<file path="src/rtl/alu_operand_sequencer.sv">
// Multicycle phase FSM driving ALU operand-A/B selects and ALU op for each instruction phase.
// Optional illegal-opcode trap: define ALU_SEQ_ILLEGAL_TRAP_EN to add the sticky illegal_op port.
module alu_operand_sequencer #(
  parameter int MEM_WAIT = 2,  // 1..15, and 2**CNT_W must exceed it
  parameter int CNT_W    = 4
) (
  input  logic       clk,
  input  logic       reset,
  input  logic       run,
  input  logic [5:0] opcode,
  input  logic [5:0] funct,
  output logic [2:0] alusrcb_sel,
  output logic       alusrca_sel,
  output logic [2:0] alu_op,
  output logic       ir_write,
  output logic       pc_write,
  output logic       br_eval,
  output logic       mem_req,
  output logic [2:0] phase,
`ifdef ALU_SEQ_ILLEGAL_TRAP_EN
  output logic       illegal_op,
`endif
  output logic       instr_done
);

  typedef enum logic [2:0] {
    S_IDLE   = 3'd0,
    S_FETCH  = 3'd1,
    S_DECODE = 3'd2,
    S_EXEC_R = 3'd3,
    S_EXEC_I = 3'd4,
    S_ADDR   = 3'd5,
    S_MEMW   = 3'd6,
    S_BRANCH = 3'd7
  } state_t;

  localparam logic [5:0] OP_RTYPE = 6'h00;
  localparam logic [5:0] OP_ADDI  = 6'h08;
  localparam logic [5:0] OP_ANDI  = 6'h0C;
  localparam logic [5:0] OP_ORI   = 6'h0D;
  localparam logic [5:0] OP_LW    = 6'h23;
  localparam logic [5:0] OP_SW    = 6'h2B;
  localparam logic [5:0] OP_BEQ   = 6'h04;
  localparam logic [5:0] OP_BNE   = 6'h05;

  localparam logic [5:0] FN_ADD = 6'h20;
  localparam logic [5:0] FN_SUB = 6'h22;
  localparam logic [5:0] FN_AND = 6'h24;
  localparam logic [5:0] FN_OR  = 6'h25;
  localparam logic [5:0] FN_SLT = 6'h2A;

  localparam logic [2:0] ALU_ADD   = 3'b000;
  localparam logic [2:0] ALU_SUB   = 3'b001;
  localparam logic [2:0] ALU_AND   = 3'b010;
  localparam logic [2:0] ALU_OR    = 3'b011;
  localparam logic [2:0] ALU_SLT   = 3'b100;
  localparam logic [2:0] ALU_PASSB = 3'b111;

  localparam logic [2:0] SRCB_REGB   = 3'b000;
  localparam logic [2:0] SRCB_FOUR   = 3'b001;
  localparam logic [2:0] SRCB_SEXT   = 3'b010;
  localparam logic [2:0] SRCB_SEXT_2 = 3'b011;
  localparam logic [2:0] SRCB_ZEXT   = 3'b100;

  localparam logic [CNT_W-1:0] LAST_CNT = CNT_W'(MEM_WAIT - 1);

  state_t           r_state;
  state_t           w_next_state;
  logic             r_wb;          // WB sub-phase, shares the IDLE encoding
  logic             w_next_wb;
  logic             r_trap;        // only ever set when the trap build is enabled
  logic             w_next_trap;
  logic [CNT_W-1:0] r_cnt;
  logic [5:0]       r_opcode;
  logic             w_last;
  logic             w_enter;

  logic [2:0] w_srcb, r_srcb;
  logic       w_srca, r_srca;
  logic [2:0] w_aluop, r_aluop;
  logic       w_ir, r_ir;
  logic       w_pc, r_pc;
  logic       w_br, r_br;
  logic       w_mem, r_mem;
  logic       w_done, r_done;
  logic [2:0] r_phase;
`ifdef ALU_SEQ_ILLEGAL_TRAP_EN
  logic       r_illegal;
`endif

  assign w_last  = (r_cnt == LAST_CNT);
  assign w_enter = (w_next_state != r_state) || (w_next_wb != r_wb);

  always_ff @(posedge clk or negedge reset) begin
    if (!reset) begin
      r_state  <= S_IDLE;
      r_wb     <= 1'b0;
      r_trap   <= 1'b0;
      r_cnt    <= '0;
      r_opcode <= '0;
    end else begin
      r_state <= w_next_state;
      r_wb    <= w_next_wb;
      r_trap  <= w_next_trap;
      // Cleared on every state entry, otherwise counts up and holds at the last value.
      if (w_enter)
        r_cnt <= '0;
      else if (!w_last)
        r_cnt <= r_cnt + CNT_W'(1);
      if (r_state == S_DECODE)
        r_opcode <= opcode;
    end
  end

  always_comb begin
    w_next_state = r_state;
    w_next_wb    = 1'b0;
    w_next_trap  = r_trap;
    w_srcb       = SRCB_REGB;
    w_srca       = 1'b0;
    w_aluop      = ALU_ADD;
    w_ir         = 1'b0;
    w_pc         = 1'b0;
    w_br         = 1'b0;
    w_mem        = 1'b0;
    w_done       = 1'b0;
    case (r_state)
      S_IDLE: begin
        if (r_trap) begin
          w_srcb  = SRCB_REGB;
          w_aluop = ALU_PASSB;
        end else if (r_wb) begin
          w_done       = 1'b1;
          w_next_state = S_FETCH;
        end else if (run) begin
          w_next_state = S_FETCH;
        end
      end
      S_FETCH: begin
        w_srcb = SRCB_FOUR;
        w_mem  = 1'b1;
        if (w_last) begin
          w_ir         = 1'b1;
          w_pc         = 1'b1;
          w_next_state = S_DECODE;
        end
      end
      S_DECODE: begin
        w_srcb = SRCB_SEXT_2;  // branch target PC + (imm << 2)
        case (opcode)
          OP_RTYPE:                 w_next_state = S_EXEC_R;
          OP_ADDI, OP_ANDI, OP_ORI: w_next_state = S_EXEC_I;
          OP_LW, OP_SW:             w_next_state = S_ADDR;
          OP_BEQ, OP_BNE:           w_next_state = S_BRANCH;
          default: begin
`ifdef ALU_SEQ_ILLEGAL_TRAP_EN
            w_next_state = S_IDLE;
            w_next_trap  = 1'b1;
`else
            w_done       = 1'b1;
            w_next_state = S_FETCH;
`endif
          end
        endcase
      end
      S_EXEC_R: begin
        w_srcb = SRCB_REGB;
        w_srca = 1'b1;
        case (funct)
          FN_ADD:  w_aluop = ALU_ADD;
          FN_SUB:  w_aluop = ALU_SUB;
          FN_AND:  w_aluop = ALU_AND;
          FN_OR:   w_aluop = ALU_OR;
          FN_SLT:  w_aluop = ALU_SLT;
          default: w_aluop = ALU_ADD;
        endcase
        w_next_state = S_IDLE;
        w_next_wb    = 1'b1;
      end
      S_EXEC_I: begin
        w_srca = 1'b1;
        case (r_opcode)
          OP_ANDI: begin w_srcb = SRCB_ZEXT; w_aluop = ALU_AND; end
          OP_ORI:  begin w_srcb = SRCB_ZEXT; w_aluop = ALU_OR;  end
          default: begin w_srcb = SRCB_SEXT; w_aluop = ALU_ADD; end
        endcase
        w_next_state = S_IDLE;
        w_next_wb    = 1'b1;
      end
      S_ADDR: begin
        w_srcb       = SRCB_SEXT;
        w_srca       = 1'b1;
        w_next_state = S_MEMW;
      end
      S_MEMW: begin
        w_mem = 1'b1;
        if (w_last) begin
          if (r_opcode == OP_SW) begin
            w_done       = 1'b1;
            w_next_state = S_FETCH;
          end else begin
            w_next_state = S_IDLE;
            w_next_wb    = 1'b1;
          end
        end
      end
      S_BRANCH: begin
        w_srcb       = SRCB_REGB;
        w_srca       = 1'b1;
        w_aluop      = ALU_SUB;
        w_br         = 1'b1;
        w_done       = 1'b1;
        w_next_state = S_FETCH;
      end
    endcase
  end

  // Outputs reflect the state occupied during the previous cycle.
  always_ff @(posedge clk or negedge reset) begin
    if (!reset) begin
      r_srcb    <= '0;
      r_srca    <= 1'b0;
      r_aluop   <= '0;
      r_ir      <= 1'b0;
      r_pc      <= 1'b0;
      r_br      <= 1'b0;
      r_mem     <= 1'b0;
      r_done    <= 1'b0;
      r_phase   <= '0;
`ifdef ALU_SEQ_ILLEGAL_TRAP_EN
      r_illegal <= 1'b0;
`endif
    end else begin
      r_srcb    <= w_srcb;
      r_srca    <= w_srca;
      r_aluop   <= w_aluop;
      r_ir      <= w_ir;
      r_pc      <= w_pc;
      r_br      <= w_br;
      r_mem     <= w_mem;
      r_done    <= w_done;
      r_phase   <= r_state;
`ifdef ALU_SEQ_ILLEGAL_TRAP_EN
      r_illegal <= r_illegal | r_trap;
`endif
    end
  end

  assign alusrcb_sel = r_srcb;
  assign alusrca_sel = r_srca;
  assign alu_op      = r_aluop;
  assign ir_write    = r_ir;
  assign pc_write    = r_pc;
  assign br_eval     = r_br;
  assign mem_req     = r_mem;
  assign instr_done  = r_done;
  assign phase       = r_phase;
`ifdef ALU_SEQ_ILLEGAL_TRAP_EN
  assign illegal_op  = r_illegal;
`endif

endmodule

</file>
<file path="config.mk">
export PLATFORM = sky130hd
export DESIGN_NAME = alu_operand_sequencer
export DESIGN_NICKNAME = d
export VERILOG_FILES = /design/src/rtl/alu_operand_sequencer.sv
export SDC_FILE = /design/constraint.sdc
export NUM_CORES = 1
export LEC_CHECK = 0
export ABC_AREA = 1
export CORE_MARGIN = 2
export CORE_UTILIZATION = 54
export CTS_BUF_LIST = sky130_fd_sc_hd__clkbuf_8 sky130_fd_sc_hd__clkbuf_16
export CTS_CLUSTER_DIAMETER = 150
export DETAILED_ROUTE_END_ITERATION = 10
export PLACE_DENSITY = 0.83
export SLEW_MARGIN = 10
export SYNTH_ARGS = -nofsm -noshare
export SYNTH_HDL_FRONTEND = slang
export SYNTH_SLANG_ARGS = --single-unit
</file>
<file path="constraint.sdc">
create_clock -name clk -period 4.65 [get_ports clk]
set_clock_uncertainty 0.2 [all_clocks]
set_input_delay 0.93 -clock clk [delete_from_list [all_inputs] [get_ports clk]]
set_output_delay 0.93 -clock clk [all_outputs]
set_load 0.03 [all_outputs]
</file>
==> impl_results.rst <==
.. list-table::
   :header-rows: 1

   * - Metric
     - Value
   * - Signed area change from the synthesized netlist to the final layout
     - 25.2%
   * - Ranking of synthesized cells by area
     - dfrtp_1 49%, nand2_1 11%, inv_1 5.7%, nor2_1 5.2%, nand3_2 3.5%
   * - Wire length of the first global-routing pass
     - 5430 um
   * - Fraction of the yosys area taken by sequential cells
     - 48.7%
   * - Area used by multi-input combinational logic
     - 599 sq um
   * - Crit end category
     - output port
   * - Post-placement setup slack
     - 2.03 ns
   * - Post-synthesis area per instance
     - 8.36 sq um
   * - Number of flops mapped to enable cells by yosys
     - 0
   * - Nets@finish
     - ~220
   * - Buffers added on ports
     - 29
   * - DRC violation total after the first TritonRoute iteration
     - 34
   * - Highest fanout seen on the critical path
     - 2
   * - Dominant synthesized flop cell
     - dfrtp_1
   * - Die Area
     - 3090 sq um
   * - Kind of start point of the critical path
     - flop
   * - Worst path top cell family by delay
     - buffers and inverters
   * - Maximum clock rate
     - 411 MHz
   * - Tot GR Track Use
     - about 22%
   * - Remaining DRCs
     - 0
   * - Tightest Pin Transition
     - 0.814 ns
   * - Reg-to-reg critical path endpoint
     - r_cnt[1]
   * - # rows
     - 18
   * - Post-synth ARST share
     - 100%
   * - Proportion of layout cells with a drive suffix above 1
     - 11.9%
   * - Die height
     - 55.6 um
   * - Number of CTS-inserted buffers
     - 3
   * - Hold endpoint
     - r_opcode[5]
   * - Aggregate routed wire length
     - between 3000 and 4000 um
   * - Power density over the cells
     - 528 nW/um^2
   * - Sum of net half-perimeters after detailed placement
     - between 2000 and 2500 um
   * - Max-Cap Viols
     - 0
   * - Hold-fix buffers at CTS
     - 0
   * - CTS tree
     - done
   * - Number of warnings reported in the yosys synthesis log
     - 0
   * - Cell taking the most area after synthesis
     - dfrtp_1
   * - Crit path kind
     - reg2out
   * - Outcome
     - complete, no violations
   * - Number of buffers between clock root and the deepest sink
     - 2
   * - Placement-stage cell area
     - about 1700 sq um
   * - Period utilization
     - 52.4%
   * - Storage cell area
     - 701 sq um
   * - Post-Synthesis Cells
     - ~170
   * - Critical-path top delay cell
     - clkdlybuf4s50_1
   * - Static Leakage
     - around 0.93 nW
   * - Final count of negative-setup-slack endpoints
     - 0
   * - Flip-flop and latch count after synthesis
     - 28
   * - Minimum period implied by the final worst setup slack
     - 2.43 ns
   * - # H-tree levels
     - 1
   * - Die W
     - around 56 um
   * - Clock transition at the registers of the reported paths
     - 0.10 ns
   * - Max-slew headroom
     - between 40% and 50%
   * - Most frequent cells after synthesis
     - 43 x nand2_1, 28 x dfrtp_1, 22 x inv_1
   * - Number of distinct library cell variants in the gate-level netlist after synthesis
     - 27
   * - GRT Residual Overflow
     - 0
   * - Critical hold path startpoint
     - r_opcode[5]
   * - Worst setup margin
     - 2.22 ns
   * - Via/cell ratio
     - ~5.3
   * - Cell-by-cell listing of the critical path
     - clkdlybuf4s50_1
   * - Required time at the endpoint of the critical path
     - 3.52 ns
   * - Synth Net Count
     - 189
   * - Antenna diode count
     - 0
   * - Final estimated routing congestion in global placement
     - 0.896
   * - Number of nets with antenna violations after routing
     - 0
   * - Clock tree root driver cell
     - clkbuf_8
   * - Starting density of the core
     - 57.5%
   * - Antenna violations before repair
     - 0
   * - Launch instance of the worst register-to-register path
     - r_state[0]
   * - Class of the worst hold path
     - reg2reg
   * - Vias in the first global route
     - 1239
   * - Worst Hold Path Cells
     - 2
   * - Worst Reg2Reg Path Length in Cells
     - 11
   * - Detail-routed net length per standard cell
     - between 10 and 15 um
   * - Via count
     - 1227
   * - Max Slew Vio Count
     - 0
   * - Area of the core
     - 2500 sq um
   * - Final hold violation count
     - 0
   * - CTS Sinks
     - 28
   * - Total standard cell area after synthesis
     - around 1400 sq um
   * - Setup_tns
     - 0 ns
   * - Longest individual stage delay on the worst path
     - 0.67 ns
   * - Largest net degree at the start of global routing
     - 20
   * - FILL cells
     - 188
   * - Max VDD drop
     - 309 uV
   * - Pre-antenna DRT Iters
     - 4
   * - Unrepaired setup endpoints after global routing
     - false
   * - Library cell with the highest instance count after synthesis
     - nand2_1
   * - Crit path buf inv count
     - 1
   * - Post-CTS setup buffer count
     - 0
   * - Number of gates given a new drive strength after cts
     - 0
   * - Clock latency reported for the late side of the worst-skew pair
     - 0.27 ns
   * - Final non-filler cell area
     - 1800 sq um
   * - Number of top-level design ports
     - 30
   * - Arrival time of the worst setup path
     - 1.30 ns
   * - Synth top area share
     - 48.7%
   * - Reg-to-reg slack, setup
     - 2.67 ns
[cell type report]
cell class                      count  area share, %
Multi-Input combinational cell    115           33.3
Tap cell                           30           2.09
Clock inverter                      1           1.67
Timing Repair Buffer               30           16.6
Sequential cell                    28           38.9
Inverter                           24           5.15
Clock buffer                        3           2.29
[placed cells by master, fill, tap and decap left out, types with 2 or more instances in the layout]
cell type and instances:
clkbuf_8 3, clkdlybuf4s50_1 29, dfrtp_1 28, ha_1 2
inv_1 22, nand2_1 43, nand2_2 4, nand3_1 8
nand3_2 5, nand3b_1 2, nand4_1 5, nor2_1 20
nor2_2 5, nor3_1 3, nor4_1 2, o21ai_0 7
xor2_1 2
[worst reg2reg max path: stages (launching register included)]
cell and delay, ns:
dfrtp_1 0.54, inv_1 0.27, nand3_2 0.13, nor2_2 0.14
nand2_1 0.11, nand2_2 0.08, nand2_1 0.05, nand2_1 0.07
nand3_2 0.06, nor2_2 0.09, nand2_2 0.08, nor2_1 0.10
[layer usage]
layer,GRT usage (%),vias up,wire [um]
met5,0,-,0
li1,-,601,-
met3,3.72,4,185
met2,39.1,51,1610
met1,27.2,571,1290
met4,5.92,0,15
[worst max path at each step]
stage	startpoint	to	cells after the start
CTS	pc_write	pc_write	1
detailed placement	opcode[5]	r_cnt[1]	9
floorplan	opcode[5]	r_cnt[1]	8
finish	pc_write	pc_write	1
global route	pc_write	ir_write	1
global placement	opcode[5]	r_cnt[1]	9
[metrics by stage]
step,std cells,hold WS [ns],utilization [%],total power [mW]
2_1_floorplan,172,0.174,-,0.648
3_3_place_gp,227,0.294,69.1,0.740
3_5_place_dp,227,0.308,69.1,0.761
4_1_cts,231,0.330,72.0,0.951
5_1_grt,231,0.375,72.0,1.01
6_report,231,0.335,72.0,0.950
[cells by family (layout without fill, tap and decap cells)]
logic type | after synthesis | in the layout | synth area share [%]
adders and majority gates | 2 | 2 | 1.74
and+or+nand+nor | 99 | 99 | 33.2
DFF | 28 | 28 | 48.7
AOI/OAI and AO/OA | 11 | 11 | 4.87
buffers and inverters | 29 | 58 | 9.57
xor gates and xnor gates | 3 | 3 | 1.83
[where the power goes]
group          leakage [nW]  switching [mW]  internal [mW]
clock                0.0357          0.0755          0.115
sequential            0.369          0.0682          0.312
combinational         0.528           0.233          0.146
total                 0.933           0.377          0.573
[flip-flops by register name, indices dropped and copies added (netlist names), 3 cells and up]
signal,cells
phase,3
alu_op,3
alusrcb_sel,3
r_opcode,6
r_cnt,4
r_state,3
No activity file was read; power rests on OpenSTA's default activity.
